### src/rtl/reg_write_arbiter.sv
// reg_write_arbiter: round-robin arbiter in front of one shared WIDTH-bit
// register. One requester is granted at a time; its data is loaded during
// WRITE and a one-cycle acknowledge follows in ACK. All outputs are registered.
module reg_write_arbiter #(
  parameter  int N_REQ = 4,
  parameter  int WIDTH = 8,
  localparam int IDX_W = $clog2(N_REQ)
) (
  input  logic                   clk,
  input  logic                   reset,
  input  logic [N_REQ-1:0]       req,
  input  logic [N_REQ*WIDTH-1:0] wdata,
  output logic [N_REQ-1:0]       grant,
  output logic [N_REQ-1:0]       ack,
  output logic [WIDTH-1:0]       q,
  output logic                   q_valid,
  output logic                   busy,
  output logic [IDX_W-1:0]       last_owner
);

  typedef enum logic [1:0] {
    ST_IDLE  = 2'd0,
    ST_WRITE = 2'd1,
    ST_ACK   = 2'd2
  } state_e;

  localparam logic [N_REQ-1:0] ONE_HOT0 = {{(N_REQ-1){1'b0}}, 1'b1};
  localparam logic [N_REQ-1:0] NONE     = {N_REQ{1'b0}};

  state_e            state_q, state_d;
  logic [IDX_W-1:0]  owner_q, owner_d;
  logic [IDX_W-1:0]  rr_ptr_q, rr_ptr_d;
  logic [WIDTH-1:0]  data_q, data_d;
  logic              valid_q, valid_d;
  logic [N_REQ-1:0]  grant_q, grant_d;
  logic [N_REQ-1:0]  ack_q, ack_d;
  logic              busy_q, busy_d;
  logic [IDX_W-1:0]  last_q, last_d;
  logic [IDX_W-1:0]  winner_s;

  // First requesting index found when scanning upward from ptr with wrap.
  function automatic logic [IDX_W-1:0] pick_winner(input logic [N_REQ-1:0] r,
                                                   input logic [IDX_W-1:0] ptr);
    logic [IDX_W-1:0] win;
    logic             found;
    int               idx;
    win   = ptr;
    found = 1'b0;
    for (int k = 0; k < N_REQ; k++) begin
      idx = (int'(ptr) + k) % N_REQ;
      if (!found && r[idx]) begin
        win   = IDX_W'(idx);
        found = 1'b1;
      end
    end
    return win;
  endfunction

  assign winner_s   = pick_winner(req, rr_ptr_q);
  assign grant      = grant_q;
  assign ack        = ack_q;
  assign q          = data_q;
  assign q_valid    = valid_q;
  assign busy       = busy_q;
  assign last_owner = last_q;

  // Next-state and registered-output logic for the IDLE/WRITE/ACK sequence.
  always_comb begin
    state_d  = state_q;
    owner_d  = owner_q;
    rr_ptr_d = rr_ptr_q;
    data_d   = data_q;
    valid_d  = valid_q;
    grant_d  = grant_q;
    ack_d    = ack_q;
    busy_d   = busy_q;
    last_d   = last_q;
    case (state_q)
      ST_IDLE: begin
        ack_d = NONE;
        if (|req) begin
          owner_d = winner_s;
          grant_d = ONE_HOT0 << winner_s;
          busy_d  = 1'b1;
          state_d = ST_WRITE;
        end else begin
          state_d = ST_IDLE;
        end
      end
      ST_WRITE: begin
        grant_d = NONE;
        if (req[owner_q]) begin
          // Requester still holding its request: commit the write.
          data_d  = wdata[int'(owner_q)*WIDTH +: WIDTH];
          valid_d = 1'b1;
          last_d  = owner_q;
          ack_d   = ONE_HOT0 << owner_q;
          state_d = ST_ACK;
        end else begin
          // Request withdrawn: abort without writing or moving the pointer.
          busy_d  = 1'b0;
          state_d = ST_IDLE;
        end
      end
      ST_ACK: begin
        ack_d    = NONE;
        busy_d   = 1'b0;
        rr_ptr_d = IDX_W'((int'(owner_q) + 1) % N_REQ);
        state_d  = ST_IDLE;
      end
      default: begin
        grant_d = NONE;
        ack_d   = NONE;
        busy_d  = 1'b0;
        state_d = ST_IDLE;
      end
    endcase
  end

  // State and output registers; asynchronous reset discards any pending write.
  always_ff @(posedge clk or negedge reset) begin
    if (!reset) begin
      state_q  <= ST_IDLE;
      owner_q  <= {IDX_W{1'b0}};
      rr_ptr_q <= {IDX_W{1'b0}};
      data_q   <= {WIDTH{1'b0}};
      valid_q  <= 1'b0;
      grant_q  <= NONE;
      ack_q    <= NONE;
      busy_q   <= 1'b0;
      last_q   <= {IDX_W{1'b0}};
    end else begin
      state_q  <= state_d;
      owner_q  <= owner_d;
      rr_ptr_q <= rr_ptr_d;
      data_q   <= data_d;
      valid_q  <= valid_d;
      grant_q  <= grant_d;
      ack_q    <= ack_d;
      busy_q   <= busy_d;
      last_q   <= last_d;
    end
  end

endmodule

### config.mk
export PLATFORM = sky130hd
export DESIGN_NAME = reg_write_arbiter
export DESIGN_NICKNAME = d
export VERILOG_FILES = /design/src/rtl/reg_write_arbiter.sv
export SDC_FILE = /design/constraint.sdc
export NUM_CORES = 1
export LEC_CHECK = 0
export BUFFER_PORTS_ARGS = -buffer_cell sky130_fd_sc_hd__buf_2
export CORE_ASPECT_RATIO = 1.5
export CORE_MARGIN = 4
export CORE_UTILIZATION = 40
export DETAILED_ROUTE_END_ITERATION = 6
export GPL_TIMING_DRIVEN = 1
export PLACE_DENSITY = 0.77
export SYNTH_ARGS = -nofsm -noshare
export SYNTH_HDL_FRONTEND = slang
export SYNTH_SLANG_ARGS = --single-unit
### constraint.sdc
create_clock -name clk -period 2 [get_ports clk]
set_input_delay 0.1 -clock clk [delete_from_list [all_inputs] [get_ports clk]]
set_output_delay 0.1 -clock clk [all_outputs]
set_load 0.05 [all_outputs]
; ---- After elaboration in Yosys (flattened, before gate mapping)
; Index checks and enable logic that the tools add are counted.
[totals]
regBits = 26
inputBits = 38
[classes]
n_bitwise = 4
shift = 3
reduce_logical = 15
addsub = 4
n_eq_ne = 5
muxes = 29
order_cmp = 5
[op_table]
columns = operator, count
row1 = $shiftx 32x6->8, 1
row2 = $mux 1, 14
row3 = $lt 3x4->1 const B, 3
row4 = $mux 4, 3
row5 = $bmux 1 s2, 5
row6 = $mux 2, 4
row7 = $pmux 4 s2, 1
row8 = $reduce_and 2->1, 4
row9 = $shl 1x2->4 const A, 2
row10 = $lt 2x3->1 const B, 2
row11 = $ne 2x2->1 const B, 3
row12 = $reduce_or 2->1, 3
row13 = $add 2x1->2 const B, 2
row14 = $add 2x2->2 const B, 2
row15 = $pmux 2 s2, 1
row16 = $reduce_or 4->1, 1
row17 = $and 1x1->1 const A, 3
row18 = $logic_and 1x1->1, 3
row19 = $logic_not 1->1, 3
row20 = $eq 2x1->1 const B, 1
row21 = $eq 2x2->1 const B, 1
row22 = $logic_not 2->1, 1
row23 = $pmux 1 s2, 1
row24 = $not 1->1, 1

; ---- Logic depth before layout (Yosys ltp)
[logic_depth]
depth_word = 17
mapped_depth = 7
ltp_nobuf = 4

; ---- Worst setup path after synthesis
; No wires, ideal clock.
[synth_timing]
path_type = register to register
startpoint = register owner_q[0]
endpoint = register data_q[0] (netlist: q[0])
stages_incl_launch_ff = 6
arrival_time_ps = 1562
setup_time_ps = 125
setup_slack_ps = 313
n_path_buf = 2
cell_sequence = dfrtp_1 mux4_2 buf_6 nand3_4 buf_12 mux2_4
[synth_between]
elab_chain_len = 3
word_cells_on_any_way = 4
cone_classes = shift: 1 / mux: 2 / reduce/logical: 1
[synth_lines]
columns = item, line_no
row1 = start: declaration, 31  ; logic [IDX_W-1:0] owner_q, owner_d;
row2 = start signal: assignment, 124  ; owner_q <= {IDX_W{1'b0}};
row3 = start signal: assignment, 134  ; owner_q <= owner_d;
row4 = branches (longest 3 deep; another with $shiftx 32x6->8), --
row5 = end signal: assignment, 126  ; data_q <= {WIDTH{1'b0}};
row6 = end signal: assignment, 136  ; data_q <= data_d;
row7 = end: declaration, 33  ; logic [WIDTH-1:0] data_q, data_d;
; Parallel ways; which one is timed is not known. The select of a mux whose other input is x is not followed.
; A chain may end at the register's enable or synchronous reset.

; ---- Final worst setup path
[layout_timing]
startpoint = register owner_q[0]
endpoint = register data_q[4] (netlist: q[4])
; Same word-level chain as after synthesis.

==> qor.yml <==
outcome: "finished, final reports clean"
vdd_ir_drop_max_v: 0.00115
worst_slack_ps: 268
via_count: 1108
clock-sinks: 26
maxSlewViolCount: 0
power.leakage_nw: 0.882
core_area_um2: 3380
final_design_area_no_fill_um2: 1750
worstSetupPathDepth: 3
pre_cts_slack_ps: 260
clock-root-buffer: "sky130_fd_sc_hd__clkbuf_8"
worst_r2r_path_depth: 3
timing_worst_slew_pin_value_ps: 578
crit_path_end: "q[4]"
critical_path.top_delay_family: "multiplexers"
synthDistinctLibCells: 27
synth.yosys.seq_area_share: 0.465
insertedDiodeCount: 0
track_usage: 0.149
crit_path_start: "owner_q[0]"
arrival_ps: 1890
rr_endpoint: "q[4]"
timing.fmax_mhz: 578
finalWirelength_mm: 3.06
grt_setup_unrepaired: "no"
syn_nets: 148
die_width_um: 56.3
placement_rows: 26
placed_cell_area_um2: 1700
finalCritPeriodShare: 0.866
crit_type: "flop to flop"
grt_max_degree: 27
path_max_fanout: 14
cts_tree: "done"
die_area_um2: 4530
mostFrequentLayoutCell: "sky130_fd_sc_hd__buf_2"
placement.io_buffers: 57
post_drt_via_cell_ratio: 5.38
power_density_nw_per_um2: 1760
tritoncts_buffers: 3
hold_viol: 0
drv.max_cap_violation_count: 0
final_antenna_net_count: 0
setup_violations: 0
wire_per_inst_um: 14.8
antenna_violations_before_repair: 0
globalRoute.totalOverflow: 0
firstDrtPassIters: 4
async_reset_ff_frac: 1.00
whs_ps: 279
worstHoldPathType: "input port to flop"
finalWeightedCongestion: 0.870
drive_above_1_share: 0.500
critical_path_required_ps: 2150
critPathMaxStageDelay_ps: 640
fin_skew_ps: 1.20
critPathSlowestCell: "sky130_fd_sc_hd__mux4_2"
slew-limit-headroom: 0.613
synth_area_per_cell_um2: 13.2
first_pass_grt_wire_length_mm: 5.33
worstSetupEndpointType: "flop"
finalCoreUtilization: 0.518
fin_tns_setup_ps: 0
syn-cell-area_um2: 1400
num-nets-final: 208
drcViolationCount: 0
worstPathCellList: "mux4_2, nand3_4, mux2_2"
clock_insertion_delay_worst_skew_ps: 260
layout_common_cells: "sky130_fd_sc_hd__buf_2 (57), sky130_fd_sc_hd__dfrtp_1 (26), sky130_fd_sc_hd__mux4_2 (9), sky130_fd_sc_hd__nor2_1 (9)"
cp_num_buf_inv: 0
post_cts.repair.setup_buffers: 0
ioPinCount: 58
cts_max_level: 1
clk_transition_reported_paths_ps: 80
layout-area-overhead-vs-synth_pct: 25.2
synth_cells: 106
grt_pass1_vias: 1291
synthFlopType: "sky130_fd_sc_hd__dfrtp_1"
filler_cell_count: 330
initial_core_util: 0.413
synth-edff-count: 0
rrSetupSlack_ps: 270
drtIter0Drc: 13
synth.ff_latch_count: 26
layout_min_cycle_time_ps: 1730
dpl.hpwl_mm: 2.54
dieHeight_um: 80.4
crit_path_start_kind: "flop"
ys.warnings.count: 0
cts-root-to-sink-buffers: 2
regToRegStartpoint: "owner_q[0]"
tightest hold or removal path, delay by kind of cell:
kind     cells  cell delay (ps)
buf+inv      1               70
mux          2              340
area by class of cell:
class,count,area (µm²),area share
multi-input cells,69,674,0.385
repair buffers,60,310,0.177
inverters,6,22.5,0.0129
clock buffers,3,41.3,0.0236
flip-flops and latches,26,651,0.371
well taps,42,52.6,0.0300
flip-flops by register name, indices dropped and copies added, names as in the netlist:
| signal | cells |
|---|---|
| ack | 4 |
| busy | 1 |
| grant | 4 |
| last_owner | 2 |
| owner_q | 2 |
| q | 8 |
| q_valid | 1 |
| rr_ptr_q | 2 |
| state_q | 2 |
synth_stat cells (4+ instances only):
| master | count | share of area |
|---|---|---|
| sky130_fd_sc_hd__inv_1 | 6 | 0.016 |
| sky130_fd_sc_hd__dfrtp_1 | 26 | 0.47 |
| sky130_fd_sc_hd__nor2_1 | 9 | 0.024 |
| sky130_fd_sc_hd__a32o_1 | 4 | 0.029 |
| sky130_fd_sc_hd__mux2i_1 | 5 | 0.036 |
| sky130_fd_sc_hd__nand2_1 | 6 | 0.016 |
| sky130_fd_sc_hd__mux4_2 | 9 | 0.14 |
| sky130_fd_sc_hd__ha_1 | 4 | 0.036 |
| sky130_fd_sc_hd__mux2_2 | 5 | 0.040 |
| sky130_fd_sc_hd__a21oi_1 | 5 | 0.018 |
| sky130_fd_sc_hd__mux2_4 | 4 | 0.043 |
| sky130_fd_sc_hd__o21ai_0 | 4 | 0.014 |
power breakdown:
part	leakage (nW)	switching, mW	internal, mW	total (mW)
clock	0.0216	0.148	0.135	0.282
combinational	0.540	1.18	0.694	1.88
sequential	0.321	0.168	0.761	0.930
total	0.882	1.50	1.59	3.09
routing by layer:
layer,global-route usage,wire length [µm]
met5,0,0
met3,0.0370,270
met2,0.295,1670
met4,0.0570,58
met1,0.143,1060
logic make-up after synthesis:
group	after synthesis	synth area share
buffers and inverters	11	0.0528
adder cells (fa/ha/maj)	4	0.0358
flip-flops	26	0.465
AND/OR/NAND/NOR	23	0.0877
AO/OA/AOI/OAI	19	0.0948
multiplexers	23	0.264
metrics by stage:
stage,instances,power [mW]
6_report,206,3.09
5_1_grt,206,3.29
4_1_cts,206,3.13
3_5_place_dp,202,2.84
3_3_place_gp,202,2.77
2_1_floorplan,106,2.45
worst min path at each step:
stage,cells after the start,endpoint,startpoint,slack (ps)
after detailed placement,1,last_owner[1],reset,120
after floorplan,0,ack[0],reset,-200
final,3,q[0],wdata[16],280
after global placement,1,last_owner[1],reset,110
after CTS,3,q[0],wdata[16],280
after global routing,3,q[6],wdata[6],290
timing repair:
item                                   4_1_cts  5_1_grt
endpoints found under the hold margin       26        0
gates resized for setup                      0        0
hold buffers                                 1        0
(Power assumes the default switching activity.)
